**config.mk**
```make
export PLATFORM = sky130hd
export DESIGN_NAME = serial_tx_param_flat
export DESIGN_NICKNAME = d
export VERILOG_FILES = /design/src/rtl/serial_tx_param_pkg.sv /design/src/rtl/serial_tx_param_if.sv /design/src/rtl/serial_tx_param_fifo.sv /design/src/rtl/serial_tx_param.sv /design/src/flat_wrapper.sv
export SDC_FILE = /design/constraint.sdc
export NUM_CORES = 1
export LEC_CHECK = 0
export ABC_AREA = 1
export CAP_MARGIN = 20
export CORE_MARGIN = 8
export CORE_UTILIZATION = 50
export CTS_CLUSTER_SIZE = 28
export DETAILED_ROUTE_END_ITERATION = 12
export PLACE_DENSITY_LB_ADDON = 0.05
export RECOVER_POWER = 25
export REMOVE_ABC_BUFFERS = 1
export SYNTH_ARGS = -nofsm -noshare
export SYNTH_HDL_FRONTEND = slang
export SYNTH_SLANG_ARGS = --single-unit
```
**constraint.sdc**
```tcl
create_clock -name Clk_S -period 5.5 [get_ports Clk_S]
set_clock_uncertainty 0.1 [all_clocks]
set_input_delay 1.375 -clock Clk_S [delete_from_list [all_inputs] [get_ports Clk_S]]
set_output_delay 1.375 -clock Clk_S [all_outputs]
set_load 0.005 [all_outputs]
```
**src/rtl/serial_tx_param_pkg.sv**
```systemverilog
// Shared definitions for the parametrised serial transmitter: FSM states,
// frame line levels and the parity helper.
package serial_tx_pkg;

    typedef enum logic [2:0] {
        ST_ARM    = 3'd0,
        ST_IDLE   = 3'd1,
        ST_START  = 3'd2,
        ST_DATA   = 3'd3,
        ST_PARITY = 3'd4,
        ST_STOP   = 3'd5
    } tx_state_e;

    localparam logic LINE_IDLE   = 1'b1;
    localparam logic START_LEVEL = 1'b0;
    localparam logic STOP_LEVEL  = 1'b1;

    // Words are zero-extended into this width; the padding does not change the XOR.
    localparam int unsigned PARITY_MAX_W = 256;

    function automatic logic frame_parity(input logic [PARITY_MAX_W-1:0] word, input logic odd);
        return (^word) ^ odd;
    endfunction

endpackage

```
**src/rtl/serial_tx_param_if.sv**
```systemverilog
// Producer-side handshake plus the serial line outputs of the transmitter.
interface serial_tx_param_if #(
    parameter int unsigned DATA_W = 55
) ();
    logic [DATA_W-1:0] TX_Data;
    logic              TX_Data_Valid;
    logic              TX_Ready;
    logic              S_Data;
    logic              TX_Busy;
    logic              TX_Done;

    modport master (
        output TX_Data, TX_Data_Valid,
        input  TX_Ready, S_Data, TX_Busy, TX_Done
    );

    modport slave (
        input  TX_Data, TX_Data_Valid,
        output TX_Ready, S_Data, TX_Busy, TX_Done
    );
endinterface

```
**src/rtl/serial_tx_param_fifo.sv**
```systemverilog
// Word buffer in front of the serialiser; power-of-two depth so pointers wrap
// naturally. Synchronous active-low reset empties it.
module serial_tx_fifo #(
    parameter int unsigned DATA_W = 55,
    parameter int unsigned DEPTH  = 4,
    localparam int unsigned PTR_W = $clog2(DEPTH),
    localparam int unsigned CNT_W = $clog2(DEPTH) + 1
) (
    input  logic              clk_i,
    input  logic              rst_ni,
    input  logic              push_i,
    input  logic [DATA_W-1:0] data_i,
    input  logic              pop_i,
    output logic [DATA_W-1:0] head_o,
    output logic              empty_o,
    output logic [CNT_W-1:0]  count_o
);

    logic [DATA_W-1:0] mem_q [DEPTH];
    logic [PTR_W-1:0]  wr_q, wr_d;
    logic [PTR_W-1:0]  rd_q, rd_d;
    logic [CNT_W-1:0]  count_q, count_d;
    logic              push_ok_s;
    logic              pop_ok_s;

    // next-state pointers and occupancy
    always_comb begin
        push_ok_s = push_i && (count_q < CNT_W'(DEPTH));
        pop_ok_s  = pop_i && (count_q != CNT_W'(0));
        wr_d      = push_ok_s ? (wr_q + PTR_W'(1)) : wr_q;
        rd_d      = pop_ok_s ? (rd_q + PTR_W'(1)) : rd_q;
        if (push_ok_s && !pop_ok_s) begin
            count_d = count_q + CNT_W'(1);
        end else if (pop_ok_s && !push_ok_s) begin
            count_d = count_q - CNT_W'(1);
        end else begin
            count_d = count_q;
        end
    end

    // pointer and count registers
    always_ff @(posedge clk_i) begin
        if (!rst_ni) begin
            wr_q    <= '0;
            rd_q    <= '0;
            count_q <= '0;
        end else begin
            wr_q    <= wr_d;
            rd_q    <= rd_d;
            count_q <= count_d;
        end
    end

    // storage array; contents are only meaningful while counted as occupied
    always_ff @(posedge clk_i) begin
        if (push_ok_s) begin
            mem_q[wr_q] <= data_i;
        end
    end

    assign head_o  = mem_q[rd_q];
    assign empty_o = (count_q == CNT_W'(0));
    assign count_o = count_q;

endmodule

```
**src/rtl/serial_tx_param.sv**
```systemverilog
// Parametrised framed serial transmitter: buffered valid/ready input, frame of
// start bit, LSB-first data, optional parity and stop bit(s) on S_Data.
module serial_tx_param
    import serial_tx_pkg::*;
#(
    parameter int unsigned DATA_W       = 55,
    parameter int unsigned DEPTH        = 4,
    parameter int unsigned CLKS_PER_BIT = 1,
    parameter int unsigned PARITY_EN    = 0,
    parameter int unsigned PARITY_ODD   = 0,
    parameter int unsigned STOP_BITS    = 1
) (
    input  logic             Clk_S,
    input  logic             Rst_n,
    serial_tx_param_if.slave tx_if
);

    localparam int unsigned CNT_W = $clog2(DEPTH) + 1;
    localparam int unsigned BIT_W = $clog2(DATA_W + 1);
    localparam int unsigned CYC_W = $clog2(CLKS_PER_BIT + 1);

    tx_state_e         state_q;
    logic [DATA_W-1:0] shift_q;
    logic              parity_q;
    logic [BIT_W-1:0]  bit_q;
    logic [CYC_W-1:0]  cyc_q;
    logic              s_data_q;
    logic              busy_q;
    logic              done_q;

    logic [DATA_W-1:0] fifo_head_s;
    logic              fifo_empty_s;
    logic [CNT_W-1:0]  fifo_count_s;
    logic              ready_s;
    logic              push_s;
    logic              pop_s;
    logic              last_cyc_s;
    logic              last_data_s;
    logic              last_stop_s;
    logic              head_parity_s;

    serial_tx_fifo #(
        .DATA_W (DATA_W),
        .DEPTH  (DEPTH)
    ) u_fifo (
        .clk_i   (Clk_S),
        .rst_ni  (Rst_n),
        .push_i  (push_s),
        .data_i  (tx_if.TX_Data),
        .pop_i   (pop_s),
        .head_o  (fifo_head_s),
        .empty_o (fifo_empty_s),
        .count_o (fifo_count_s)
    );

    // handshake, bit-timing terminal counts and FIFO pop decision
    always_comb begin
        last_cyc_s    = (cyc_q == CYC_W'(CLKS_PER_BIT - 1));
        last_data_s   = (bit_q == BIT_W'(DATA_W - 1));
        last_stop_s   = (bit_q == BIT_W'(STOP_BITS - 1));
        ready_s       = (state_q != ST_ARM) && (fifo_count_s < CNT_W'(DEPTH));
        push_s        = tx_if.TX_Data_Valid && ready_s;
        head_parity_s = frame_parity(PARITY_MAX_W'(fifo_head_s), (PARITY_ODD != 0));
        case (state_q)
            ST_IDLE: pop_s = !fifo_empty_s;
            ST_STOP: pop_s = last_cyc_s && last_stop_s && !fifo_empty_s;
            default: pop_s = 1'b0;
        endcase
    end

    // Frame FSM. Line outputs are computed from the current state, so they
    // trail the state by one edge and a popped word hits the line two edges
    // after it was pushed.
    always_ff @(posedge Clk_S) begin
        if (!Rst_n) begin
            state_q  <= ST_ARM;
            shift_q  <= '0;
            parity_q <= 1'b0;
            bit_q    <= '0;
            cyc_q    <= '0;
            s_data_q <= LINE_IDLE;
            busy_q   <= 1'b0;
            done_q   <= 1'b0;
        end else begin
            s_data_q <= LINE_IDLE;
            busy_q   <= 1'b0;
            done_q   <= 1'b0;
            case (state_q)
                ST_ARM: begin
                    if (!tx_if.TX_Data_Valid) begin
                        state_q <= ST_IDLE;
                    end
                end
                ST_IDLE: begin
                    if (pop_s) begin
                        shift_q  <= fifo_head_s;
                        parity_q <= head_parity_s;
                        cyc_q    <= '0;
                        state_q  <= ST_START;
                    end
                end
                ST_START: begin
                    s_data_q <= START_LEVEL;
                    busy_q   <= 1'b1;
                    if (last_cyc_s) begin
                        cyc_q   <= '0;
                        bit_q   <= '0;
                        state_q <= ST_DATA;
                    end else begin
                        cyc_q <= cyc_q + CYC_W'(1);
                    end
                end
                ST_DATA: begin
                    s_data_q <= shift_q[0];
                    busy_q   <= 1'b1;
                    if (last_cyc_s) begin
                        cyc_q   <= '0;
                        shift_q <= shift_q >> 1;
                        if (last_data_s) begin
                            bit_q   <= '0;
                            state_q <= (PARITY_EN != 0) ? ST_PARITY : ST_STOP;
                        end else begin
                            bit_q <= bit_q + BIT_W'(1);
                        end
                    end else begin
                        cyc_q <= cyc_q + CYC_W'(1);
                    end
                end
                ST_PARITY: begin
                    s_data_q <= parity_q;
                    busy_q   <= 1'b1;
                    if (last_cyc_s) begin
                        cyc_q   <= '0;
                        bit_q   <= '0;
                        state_q <= ST_STOP;
                    end else begin
                        cyc_q <= cyc_q + CYC_W'(1);
                    end
                end
                ST_STOP: begin
                    s_data_q <= STOP_LEVEL;
                    busy_q   <= 1'b1;
                    done_q   <= last_cyc_s && last_stop_s;
                    if (last_cyc_s) begin
                        cyc_q <= '0;
                        if (last_stop_s) begin
                            bit_q <= '0;
                            // back-to-back frames: straight to START with no idle bit
                            if (pop_s) begin
                                shift_q  <= fifo_head_s;
                                parity_q <= head_parity_s;
                                state_q  <= ST_START;
                            end else begin
                                state_q <= ST_IDLE;
                            end
                        end else begin
                            bit_q <= bit_q + BIT_W'(1);
                        end
                    end else begin
                        cyc_q <= cyc_q + CYC_W'(1);
                    end
                end
                default: begin
                    state_q <= ST_ARM;
                end
            endcase
        end
    end

    assign tx_if.TX_Ready = ready_s;
    assign tx_if.S_Data   = s_data_q;
    assign tx_if.TX_Busy  = busy_q;
    assign tx_if.TX_Done  = done_q;

endmodule
```
**src/flat_wrapper.sv**
```systemverilog
// flat-port wrapper written by rule: the top's interface ports become plain ports
module serial_tx_param_flat import serial_tx_pkg::*;
#(
    parameter int unsigned DATA_W       = 55,
    parameter int unsigned DEPTH        = 4,
    parameter int unsigned CLKS_PER_BIT = 1,
    parameter int unsigned PARITY_EN    = 0,
    parameter int unsigned PARITY_ODD   = 0,
    parameter int unsigned STOP_BITS    = 1
)
  (Clk_S, Rst_n, tx_if_TX_Data, tx_if_TX_Data_Valid, tx_if_TX_Ready, tx_if_S_Data, tx_if_TX_Busy, tx_if_TX_Done);
  serial_tx_param_if #(.DATA_W(DATA_W)) tx_if_i ();
  input  logic Clk_S;
  input  logic Rst_n;
  input wire logic [$bits(tx_if_i.TX_Data)-1:0] tx_if_TX_Data;
  input wire logic [$bits(tx_if_i.TX_Data_Valid)-1:0] tx_if_TX_Data_Valid;
  output wire logic [$bits(tx_if_i.TX_Ready)-1:0] tx_if_TX_Ready;
  output wire logic [$bits(tx_if_i.S_Data)-1:0] tx_if_S_Data;
  output wire logic [$bits(tx_if_i.TX_Busy)-1:0] tx_if_TX_Busy;
  output wire logic [$bits(tx_if_i.TX_Done)-1:0] tx_if_TX_Done;
  assign tx_if_i.TX_Data = tx_if_TX_Data;
  assign tx_if_i.TX_Data_Valid = tx_if_TX_Data_Valid;
  assign tx_if_TX_Ready = tx_if_i.TX_Ready;
  assign tx_if_S_Data = tx_if_i.S_Data;
  assign tx_if_TX_Busy = tx_if_i.TX_Busy;
  assign tx_if_TX_Done = tx_if_i.TX_Done;
  serial_tx_param #(.DATA_W(DATA_W), .DEPTH(DEPTH), .CLKS_PER_BIT(CLKS_PER_BIT), .PARITY_EN(PARITY_EN), .PARITY_ODD(PARITY_ODD), .STOP_BITS(STOP_BITS)) u_core (.Clk_S(Clk_S), .Rst_n(Rst_n), .tx_if(tx_if_i));
endmodule
```
; Word-level counts from Yosys, hierarchy flattened
; Memories as Yosys holds them, arrays and structs flattened. A register that Yosys moved wholly into a read port is not among the register bits.
; Cells that the tools add are included.
[word_totals]
regBits = 76
ram_bits = 220
in_bits = 58
out_inout_bits = 4
word_cells = 102
mem_count = 1
[classes]
addsub = 6
magnitude_cmp = 1
eq_ne = 15
n_mux = 37
bitwise_logic = 1
reduce_logical = 30
[mem_list]
columns = name, words, word_bits, read_ports, rd_clocked_by_memory_dff, wr, line_no
row1 = u_core.u_fifo.mem_q, 4, 55, 1, 1, 1, serial_tx_param_fifo.sv:19  ; logic [DATA_W-1:0] mem_q [DEPTH];
[ops]
columns = operator, count
row1 = parity 256 bit, 1
row2 = 2-to-1 mux 55 bit, 4
row3 = one-hot mux 55 bit (3 select lines), 1
row4 = 2-to-1 mux 3 bit, 10
row5 = 2-to-1 mux 6 bit, 5
row6 = one-hot mux 3 bit (6 select lines), 1
row7 = one-hot mux 6 bit (3 select lines), 1
row8 = != test 2 bit (second input constant), 7
row9 = nonzero test 3 bit, 4
row10 = logical AND 1 bit, 8
row11 = 2-to-1 mux 1 bit, 8
row12 = AND reduction 4 bit, 2
row13 = AND reduction 8 bit, 1
row14 = adder 6 x 1 -> 6 bit (second input constant), 1
row15 = == test 3 x 2 -> 1 bit (second input constant), 2
row16 = == test 3 bit (second input constant), 2
row17 = == test 6 bit (second input constant), 1
row18 = zero test 3 bit, 2
row19 = zero test 6 bit, 1
row20 = 2-to-1 mux 2 bit, 3
row21 = one-hot mux 1 bit (2 select lines), 3
row22 = nonzero test 2 bit, 3
row23 = adder 2 x 1 -> 2 bit (second input constant), 2
row24 = != test 2 x 1 -> 1 bit (second input constant), 2
row25 = other kinds (12), 15

; Logic depth before layout (Yosys ltp)
; Gate-level depths: netlist of the first run.
[depth]
depth_word = 8
depth_mapped = 23

; Cells and area by module
; A second synthesis of the first run with hierarchy kept.
[unflattened]
cells_unflattened = 1308
area_unflattened_um2 = 12997.5
[by_module_without_submodules]
columns = mod, n_inst, cells_per_inst, area_each_um2, seq_area_each_um2
row1 = serial_tx_fifo, 1, 596, 8614.5, 6786.5
row2 = serial_tx_param, 1, 712, 4383.0, 1361.3

; Least setup slack after synthesis of the first run
; No wires, ideal clock.
[synth_path]
path_kind = input -> register
start = in tx_if_TX_Data_Valid
end = mem u_core.u_fifo.mem_q[0][0], enable pin
setup_time_ps = 468
arrival_ps = 3851
t_required_ps = 4932
slack_ps = 1081
path_stages = 2
path_buffers = 0
path_cell_list = nand2_1 > nor2_1
[synth_between]
elab_chain_len = 4
[synth_lines]
columns = element, line_no
row1 = from (decl), flat_wrapper.sv:16  ; input wire logic [$bits(tx_if_i.TX_Data_Valid)-1:0] tx_if_TX_Data_Valid;
row2 = logical AND 1 bit, serial_tx_param.sv:62  ; push_s = tx_if.TX_Data_Valid && ready_s;
row3 = logical AND 1 bit, serial_tx_param_fifo.sv:28  ; push_ok_s = push_i && (count_q < CNT_W'(DEPTH));
row4 = 2-to-1 mux 1 bit, serial_tx_param_fifo.sv:56  ; if (push_ok_s) begin
row5 = 2-to-1 mux 1 bit (not written as such), serial_tx_param_fifo.sv:57  ; mem_q[wr_q] <= data_i;
row6 = to (decl), serial_tx_param_fifo.sv:19
; No other way between the ends.

; Final worst setup path of the first run
[layout_path]
start = reg u_core.state_q[2]
end = out tx_if_TX_Ready
[layout_between]
elab_chain_len = 2
[layout_lines]
columns = element, line_no
row1 = from (decl), serial_tx_param.sv:22  ; tx_state_e state_q;
row2 = from (signal assigned), serial_tx_param.sv:121  ; state_q <= (PARITY_EN != 0) ? ST_PARITY : ST_STOP;
row3 = nonzero test 3 bit, serial_tx_param.sv:61  ; ready_s = (state_q != ST_ARM) && (fifo_count_s < CNT_W'(DEPTH));
row4 = logical AND 1 bit, serial_tx_param.sv:61
row5 = to (decl), flat_wrapper.sv:17  ; output wire logic [$bits(tx_if_i.TX_Ready)-1:0] tx_if_TX_Ready;
; No other way between the ends.

==> flow_summary.toml, run 1 <==
[clock_network]
hold_buffers = 0
clk_latency_ps = 510
cts-root-buf = "clkbuf_16"
ctsResizeCount = 0
path_clk_slew_ps = 60
cts-buffers-inserted = 34
postCtsSetupBuffers = 0
clock_path_buffers = 3
cts_tree = "yes"
clock-sinks = 297
h-tree-depth = 2

[critical_path]
cp-start-kind = "register"
worst_setup_path_end_kind = "primary output"
cp_max_fo = 8
cp.arrival_ps = 1900
criticalPathCategory = "reg -> out"
cp.required_ps = 4030

[timing]
tightest_slew_ps = 1060
slew_headroom_pct = 29.3
slew_violations = 0
timing.final.ws_setup_ps = 2130
maxClockFrequency_mhz = 296
grt_setup_unrepaired = "no"
finalCritPeriodShare_pct = 61.3
hold_violations = 0
timing.final.crit_period_ps = 3370
setup_viol = 0

[finish]
multiInputGateArea_sq_mm = 0.00475
drive_gt1_share_pct = 5.92
n_antenna_cell = 0
seq_area_sq_mm = 0.00815
final_common_cell = "nand2_1"
fillers = 2366
layout.nets = 1663
final_cell_area_sq_mm = 0.0155
syn_to_final_growth_pct = 14.1
layout_common_cells = "nand2_1 (780), edfxtp_1 (220), nand3_1 (126)"

[hold_path]
hp-class = "reg -> reg"

[global_routing]
antenna_found_initial = 0
grt_pass1_vias = 9856
grt.total_usage_pct = 18.8
grt_pass1_wl_um = 50400
grt_overflow = 0
grt_max_degree = 100

[place]
dpl.hpwl_um = 17600
routabilityCongestion = 0.767
place_area_sq_mm = 0.0144
post-place-ws_ps = 1840
port_buffers = 61

[floorplanning]
die_width_um = 181
die_area_sq_mm = 0.0327
die_h_um = 181
core_sq_mm = 0.0268
rows = 60
ios = 62
start_util_pct = 50.6

[yosys]
synthCells = 1555
ys_seq_elements = 297
netlist_area_sq_mm = 0.0136
seq_area_frac_synth_pct = 60.1
synth-async-reset-ratio_pct = 0
avgSynthCellArea_sq_um = 8.72
yosys.area.top_type = "edfxtp_1"
synthTopCellsByArea = "edfxtp_1 (49%), nand2_1 (22%), dfxtp_1 (11%)"
yosysWarnings = 0
synth_edf_count = 220
synthDistinctLibCells = 28
synth_ff_type = "edfxtp_1"
synth_top_area_share_pct = 48.7

[power_and_ir_drop]
ir_worst_vdd_mv = 0.282
p_per_area_mw_per_mm2 = 494
leakage_nw = 6.50

[detailed_routing]
vias = 10200
drt-initial-drc-count = 587
drcViolationCount = 0
final_antenna_net_count = 0
wirelength_um = 30300
routedWlPerCell_um = 15.5
via_per_inst = 5.20
drt-pass1-iter-count = 7

[run]
cap_viol_max_count = 0

[run_status]
status = "finished clean"
==> where the power goes <==
part           internal, mW  switching (mW)  total [mW]  leakage [nW]
registers              2.77           0.137        2.91          2.62
logic                 0.798            1.75        2.55          3.36
clock network          1.30           0.875        2.18         0.525
==> cells in the mapped netlist, types with 2 or more instances <==
master	number
nand2_1	780
inv_1	57
buf_2	27
a31oi_1	48
nor3_1	6
nand3_1	126
buf_6	11
ha_1	9
buf_4	2
dfxtp_1	77
a211oi_1	6
nor2_1	32
o22ai_1	2
inv_2	24
o21ai_0	66
edfxtp_1	220
clkbuf_1	31
xnor2_1	3
a21oi_1	16
xor2_1	4
==> registers in the layout, indices dropped and copies added, names as in the netlist, named ones only <==
register,flops
u_core.tx_if.TX_Done,1
u_core.u_fifo.wr_q,2
u_core.u_fifo.mem_q,220
u_core.state_q,3
u_core.bit_q,6
u_core.tx_if.S_Data,1
u_core.tx_if.TX_Busy,1
u_core.u_fifo.rd_q,2
u_core.parity_q,1
u_core.shift_q,55
u_core.u_fifo.count_o,3
==> cell families (layout without fill, tap and decap cells) <==
group / Yosys count / in the layout / share of synthesized area [%]
buf+inv: 154 / 220 / 5.19
fa+ha+maj: 10 / 10 / 0.978
flops: 297 / 297 / 60.1
simple gates: 945 / 945 / 27.4
xor+xnor: 7 / 7 / 0.452
compound gates: 142 / 142 / 5.90
==> metal layers <==
layer	global-route usage, %	vias up	share of wire [%]
li1	-	5218	-
met1	24.9	4723	47
met2	31.1	221	46
met3	3.51	49	5.3
met4	5.46	0	2.1
met5	0	-	0
==> through the flow <==
| stage | util [%] | setup TNS [ps] | power (mW) | hold WS (ps) | cells |
|---|---|---|---|---|---|
| finish | 57.7 | 0 | 7.64 | 357 | 1962 |
| global route | 57.7 | 0 | 8.25 | 400 | 1962 |
| CTS | 57.6 | 0 | 7.70 | 359 | 1960 |
| detailed placement | 53.5 | 0 | 5.49 | 350 | 1898 |
| global placement | 53.5 | 0 | 5.43 | 352 | 1898 |
| floorplan | - | -25620 | 4.80 | 330 | 1483 |
==> final cells by class <==
| cell class | instances | area share, % |
|---|---|---|
| Tap cell | 341 | 2.76 |
| Sequential cell | 297 | 52.7 |
| Inverter | 82 | 2.01 |
| Clock inverter | 11 | 0.809 |
| Timing Repair Buffer | 76 | 4.88 |
| Clock buffer | 51 | 6.17 |
| Multi-Input combinational cell | 1104 | 30.7 |
==> path summary, 6_finish.rpt <==
check                             start               to  slack, ps  cells after the start
hold reg to reg   u_core.u_fifo.rd_q[1]         register        360                      2
setup / recovery      u_core.state_q[2]   tx_if_TX_Ready       2130                      5
hold / removal    u_core.u_fifo.rd_q[1]         register        360                      2
setup reg to reg               register  u_core.parity_q       2230                     21
==> critical path, cell delays in order, from the launching register on <==
cell and delay [ps]:
dfxtp_1 490, nor2_1 110, inv_1 110, nor2_1 60, nor2_1 110, clkdlybuf4s50_1 520
(Power assumes the default switching activity.)
==> run 2, diff against run 1 <==
==> constraint.sdc (replaced) <==
create_clock -name Clk_S -period 3.3 [get_ports Clk_S]
set_clock_uncertainty 0.1 [all_clocks]
set_input_delay 0.825 -clock Clk_S [delete_from_list [all_inputs] [get_ports Clk_S]]
set_output_delay 0.825 -clock Clk_S [all_outputs]
set_load 0.005 [all_outputs]
==> run 2 against run 1 <==
Sequential power rose by 66%. Sequential share of layout area fell by 0.70 points. Largest power group unchanged. Core utilization rose by 0.78 points. Routed wire length fell by 5.7%.
==> flow_summary.toml, run 2 (synthesis gave the netlist of run 1 again) <==
[place]
routabilityCongestion = 0.769
dpl.hpwl_um = 17400
port_buffers = 61
post-place-cells = 1907
place_area_sq_mm = 0.0145

[global_routing]
antenna_found_initial = 0
grt.total_usage_pct = 17.6
grt_max_degree = 113
grt_overflow = 0
grt_pass1_wl_um = 47600
grt_pass1_vias = 9531

[timing]
setup_viol = 0
tightest_slew_ps = 566
slew_violations = 0
finalCritPeriodShare_pct = 85.3
whs_ps = 372
grt_setup_unrepaired = "no"
maxClockFrequency_mhz = 355
timing.final.crit_period_ps = 2820
hold_violations = 0
slew_headroom_pct = 62.3

[floorplanning]
die_width_um = 181
ios = 62
rows = 60
start_util_pct = 50.6
die_h_um = 181
die_area_sq_mm = 0.0327
core_sq_mm = 0.0268

[finish]
reg_top3 = "u_core.u_fifo.mem_q: 220 flops, u_core.shift_q: 55 flops, u_core.bit_q: 6 flops"
largest_reg_flops = 220
final_cell_area_sq_mm = 0.0157
final_common_cell = "nand2_1"
fin_util_pct = 58.5
n_antenna_cell = 0
fin_cells = 1970
top_register = "u_core.u_fifo.mem_q"
drive_gt1_share_pct = 6.45
layout_common_cells = "nand2_1 (780), edfxtp_1 (220), nand3_1 (126)"
syn_to_final_growth_pct = 15.6
layout.nets = 1671

[hold_path]
hp-class = "reg -> reg"

[critical_path]
cp_cell_sequence = "nor2_1 > inv_1 > nor2_1 > nor2_1 > clkdlybuf4s50_1"
criticalPathCategory = "reg -> out"
cp.arrival_ps = 1890
crit_path_frequent_cell = "nor2_1"
cp_max_fo = 8
cp-start-kind = "register"
slowest_stage = "clkdlybuf4s50_1"
cp.required_ps = 2370
worst-path-buf-inv = 2
worst_setup_path_end_kind = "primary output"
r2r_setup_slack_ps = 750
max_stage_delay_ps = 520
critical-path-top-delay-family = "buffers and inverters"

[clock_network]
path_clk_slew_ps = 60
clock_path_buffers = 3
cts-buffers-inserted = 35
clk_latency_ps = 500
cts_tree = "yes"
h-tree-depth = 2
postCtsSetupBuffers = 0
ctsResizeCount = 0
clock-sinks = 297
cts-root-buf = "clkbuf_16"
hold_buffers = 0

[detailed_routing]
drt-initial-drc-count = 656
final_antenna_net_count = 0
drcViolationCount = 0
routedWlPerCell_um = 14.5
vias = 10200
wirelength_um = 28600
drt-pass1-iter-count = 6
via_per_inst = 5.16

[power_and_ir_drop]
p_per_area_mw_per_mm2 = 824
p_total_mw = 12.9
ir_worst_vdd_mv = 0.503
leakage_nw = 6.60

[run]
cap_viol_max_count = 0

[run_status]
status = "finished clean"
run 2: changes by cell type in the layout (fill, tap and decap cells not counted), sizes merged:
cell | before | now
dlygate4sd3 | 34 | 33
clkdlybuf4s50 | 26 | 27
clkinv | 6 | 11
buf | 16 | 23
clkbuf | 51 | 47
inv | 84 | 82
bufinv | 2 | 4
run 2: worst paths after layout:
path                           start            endpoint  cells past startpoint
setup / recovery   u_core.state_q[2]      tx_if_TX_Ready                      5
hold / removal    u_core.shift_q[34]  u_core.shift_q[33]                      2
setup reg to reg            register     u_core.parity_q                     21
hold reg to reg   u_core.shift_q[34]  u_core.shift_q[33]                      2
run 2: tightest hold or removal path: stages (launching register included):
cell and delay [ps]:
dfxtp_1 300, nand2_1 60, a31oi_1 70
run 2: cell type report:
class / count / area [sq um]
fillers: 2360 / 11100
clock inverters: 16 / 176
flip-flops and latches: 297 / 8150
well taps: 341 / 427
inverters: 82 / 310
multi-input cells: 1104 / 4750
clock buffers: 47 / 983
repair buffers: 83 / 883
run 2: routing by layer:
layer | vias up | share of wire [%] | GRT usage, %
li1 | 5212 | - | -
met1 | 4752 | 49 | 23.7
met2 | 152 | 46 | 29.0
met3 | 47 | 3.7 | 2.71
met4 | 0 | 1.9 | 5.03
met5 | - | 0 | 0
run 2: where the power goes:
part	switching, mW	total [mW]	internal, mW	leakage [nW]
clock network	1.43	3.83	2.40	0.568
registers	0.220	4.84	4.62	2.62
logic	2.89	4.26	1.37	3.42
total	4.54	12.9	8.38	6.60
run 2: per-stage QoR:
stage	worst slack, ps	TNS, ps
after floorplan	-2930	-280590
after global placement	529	0
after detailed placement	544	0
after CTS	469	0
after global routing	369	0
final	484	0
==> run 3, diff against run 2 <==
--- a/config.mk
+++ b/config.mk
@@ -7,10 +7,13 @@
 export LEC_CHECK = 0
 export ABC_AREA = 1
 export CAP_MARGIN = 20
+export CORE_ASPECT_RATIO = 1.4
 export CORE_MARGIN = 8
 export CORE_UTILIZATION = 50
+export CTS_CLUSTER_DIAMETER = 30
 export CTS_CLUSTER_SIZE = 28
 export DETAILED_ROUTE_END_ITERATION = 12
+export GPL_TIMING_DRIVEN = 0
 export PLACE_DENSITY_LB_ADDON = 0.05
 export RECOVER_POWER = 25
 export REMOVE_ABC_BUFFERS = 1
==> run 3 against run 2 <==
Critical path depth unchanged. First-iteration DRC count fell by 18%. Total power grew 11%. Cell count up 2.8%. Worst setup slack worse by 77 ps. Core utilization rose by 2.9 points. Combinational power grew 3%. Critical path type unchanged. Critical endpoint unchanged. Largest power group is now clock.
==> flow_summary.toml, run 3 (synthesis gave the netlist of run 1 again) <==
[run_status]
status = "finished clean"

[power_and_ir_drop]
combPwrFrac_pct = 30.6
switching_share_pct = 35.3
clockPowerShare_pct = 35.5
power_switching_mw = 5.06
leakage_nw = 6.91
ir_worst_vdd_mv = 0.458
intPower_mw = 9.27
p_per_area_mw_per_mm2 = 873
seq_power_share_pct = 33.9

[global_routing]
use_met3_pct = 3.40
grt_pass1_wl_um = 48600
grt-busiest-layer = "met2"
grt.total_usage_pct = 18.4
antenna_found_initial = 0
grt_use_met2_pct = 33.0
grtUsageMet1_pct = 20.9
grt_pass1_vias = 10100
grt_overflow = 0
grt_max_degree = 73

[clock_network]
clock_path_buffers = 3
clk_latency_ps = 560
h-tree-depth = 2
cts-buffers-inserted = 50
cts_tree = "yes"
path_clk_slew_ps = 50
clock-sinks = 297
cts-root-buf = "clkbuf_16"

[floorplanning]
start_util_pct = 50.7
die_width_um = 155
rows = 71
die_h_um = 211
ios = 62
die_area_sq_mm = 0.0327
core_sq_mm = 0.0267

[timing]
tightest_slew_ps = 926
grt_setup_unrepaired = "no"
hold_violations = 0
setup_viol = 0
timing.final.crit_period_ps = 2890
slew_violations = 0
finalCritPeriodShare_pct = 87.7
maxClockFrequency_mhz = 346
timing.final.ws_setup_ps = 407
slew_headroom_pct = 38.2

[detailed_routing]
vias = 10400
drt-initial-drc-count = 541
drcViolationCount = 0
routedWlPerCell_um = 14.8
via_per_inst = 5.12
drt-pass1-iter-count = 5
final_antenna_net_count = 0
wirelength_um = 29900

[critical_path]
ff2ff_path_depth = 8
cp-start-kind = "register"
r2r_setup_slack_ps = 500
r2r_end = "u_core.u_fifo.mem_q[2][3]"
cp_max_fo = 8
cp.arrival_ps = 1970
cp.required_ps = 2370
worst_setup_path_end_kind = "primary output"
r2r_start = "u_core.state_q[2]"
criticalPathCategory = "reg -> out"

[place]
port_buffers = 61
dpl.hpwl_um = 18500
post-place-ws_ps = -50.3
post-place-cells = 1927
routabilityCongestion = 0.760

[hold_path]
whs_path_depth = 2
hold_end = "u_core.shift_q[1]"
min_from = "u_core.shift_q[2]"
hp-class = "reg -> reg"

[finish]
layout.nets = 1687
top_register = "u_core.u_fifo.mem_q"
final_common_cell = "nand2_1"
drive_gt1_share_pct = 8.73
n_antenna_cell = 0
largest_reg_flops = 220
syn_to_final_growth_pct = 21.0
fillers = 2252
fin_cells = 2026
reg_top3 = "u_core.u_fifo.mem_q: 220 flops, u_core.shift_q: 55 flops, u_core.bit_q: 6 flops"
layout_common_cells = "nand2_1 (780), edfxtp_1 (220), nand3_1 (126)"

[run]
cap_viol_max_count = 0
run 3: layout make-up:
class                      instances  area, sq um  share of cell area (%)
sequential                       297         8160                    49.7
clock inverter                    38          367                    2.23
tap                              365          457                    2.78
timing repair buffer              84         1030                    6.29
inverter                          82          323                    1.97
clock buffer                      56         1340                    8.14
multi-input combinational       1104         4750                    28.9
run 3: worst max-delay path, stage by stage (launching register included):
cell and delay (ps):
dfxtp_1 470, nor2_1 110, inv_1 110, nor2_1 70, nor2_1 140, clkdlybuf4s50_1 520
run 3: per-stage QoR:
step / total power [mW] / cell area (sq um) / TNS (ps) / util, % / hold WS (ps)
floorplan: 8.01 / 13200 / -280590 / - / 330
CTS: 14.4 / 16400 / 0 / 61.2 / 362
global route: 15.3 / 16400 / 0 / 61.4 / 388
global placement: 9.09 / 14200 / -1160600 / 53.2 / 349
detailed placement: 9.25 / 14600 / -50.3 / 54.7 / 356
finish: 14.3 / 16400 / 0 / 61.4 / 358
run 3: power groups by stage:
stage	clock network [mW]	logic (mW)	registers [mW]
2_1_floorplan	0	3.05	4.96
3_3_place_gp	0	3.99	5.10
3_5_place_dp	0	4.28	4.97
4_1_cts	5.18	4.35	4.88
5_1_grt	5.33	5.10	4.91
6_report	5.09	4.38	4.85
run 3: timing repair:
action	CTS	global route
resized for setup	0	3
buffers inserted	1	3
setup endpoints to repair	1	1
cloned	0	1
hold buffers	0	0
run 3: worst max-delay path by stage:
stage	start	endpoint	slack, ps	cells after the start
floorplan	u_core.state_q[1]	u_core.tx_if.S_Data	-2930	6
global placement	u_core.state_q[1]	u_core.tx_if.S_Data	-7090	6
detailed placement	register	u_core.parity_q	-50	21
CTS	register	u_core.parity_q	50	22
global route	register	u_core.parity_q	150	22
finish	u_core.state_q[2]	tx_if_TX_Ready	410	5
run 3: layer usage:
layer,wire length [um],up-vias
met5,0,-
met4,1130,0
met3,1410,78
met2,14800,198
met1,12600,4819
li1,-,5284
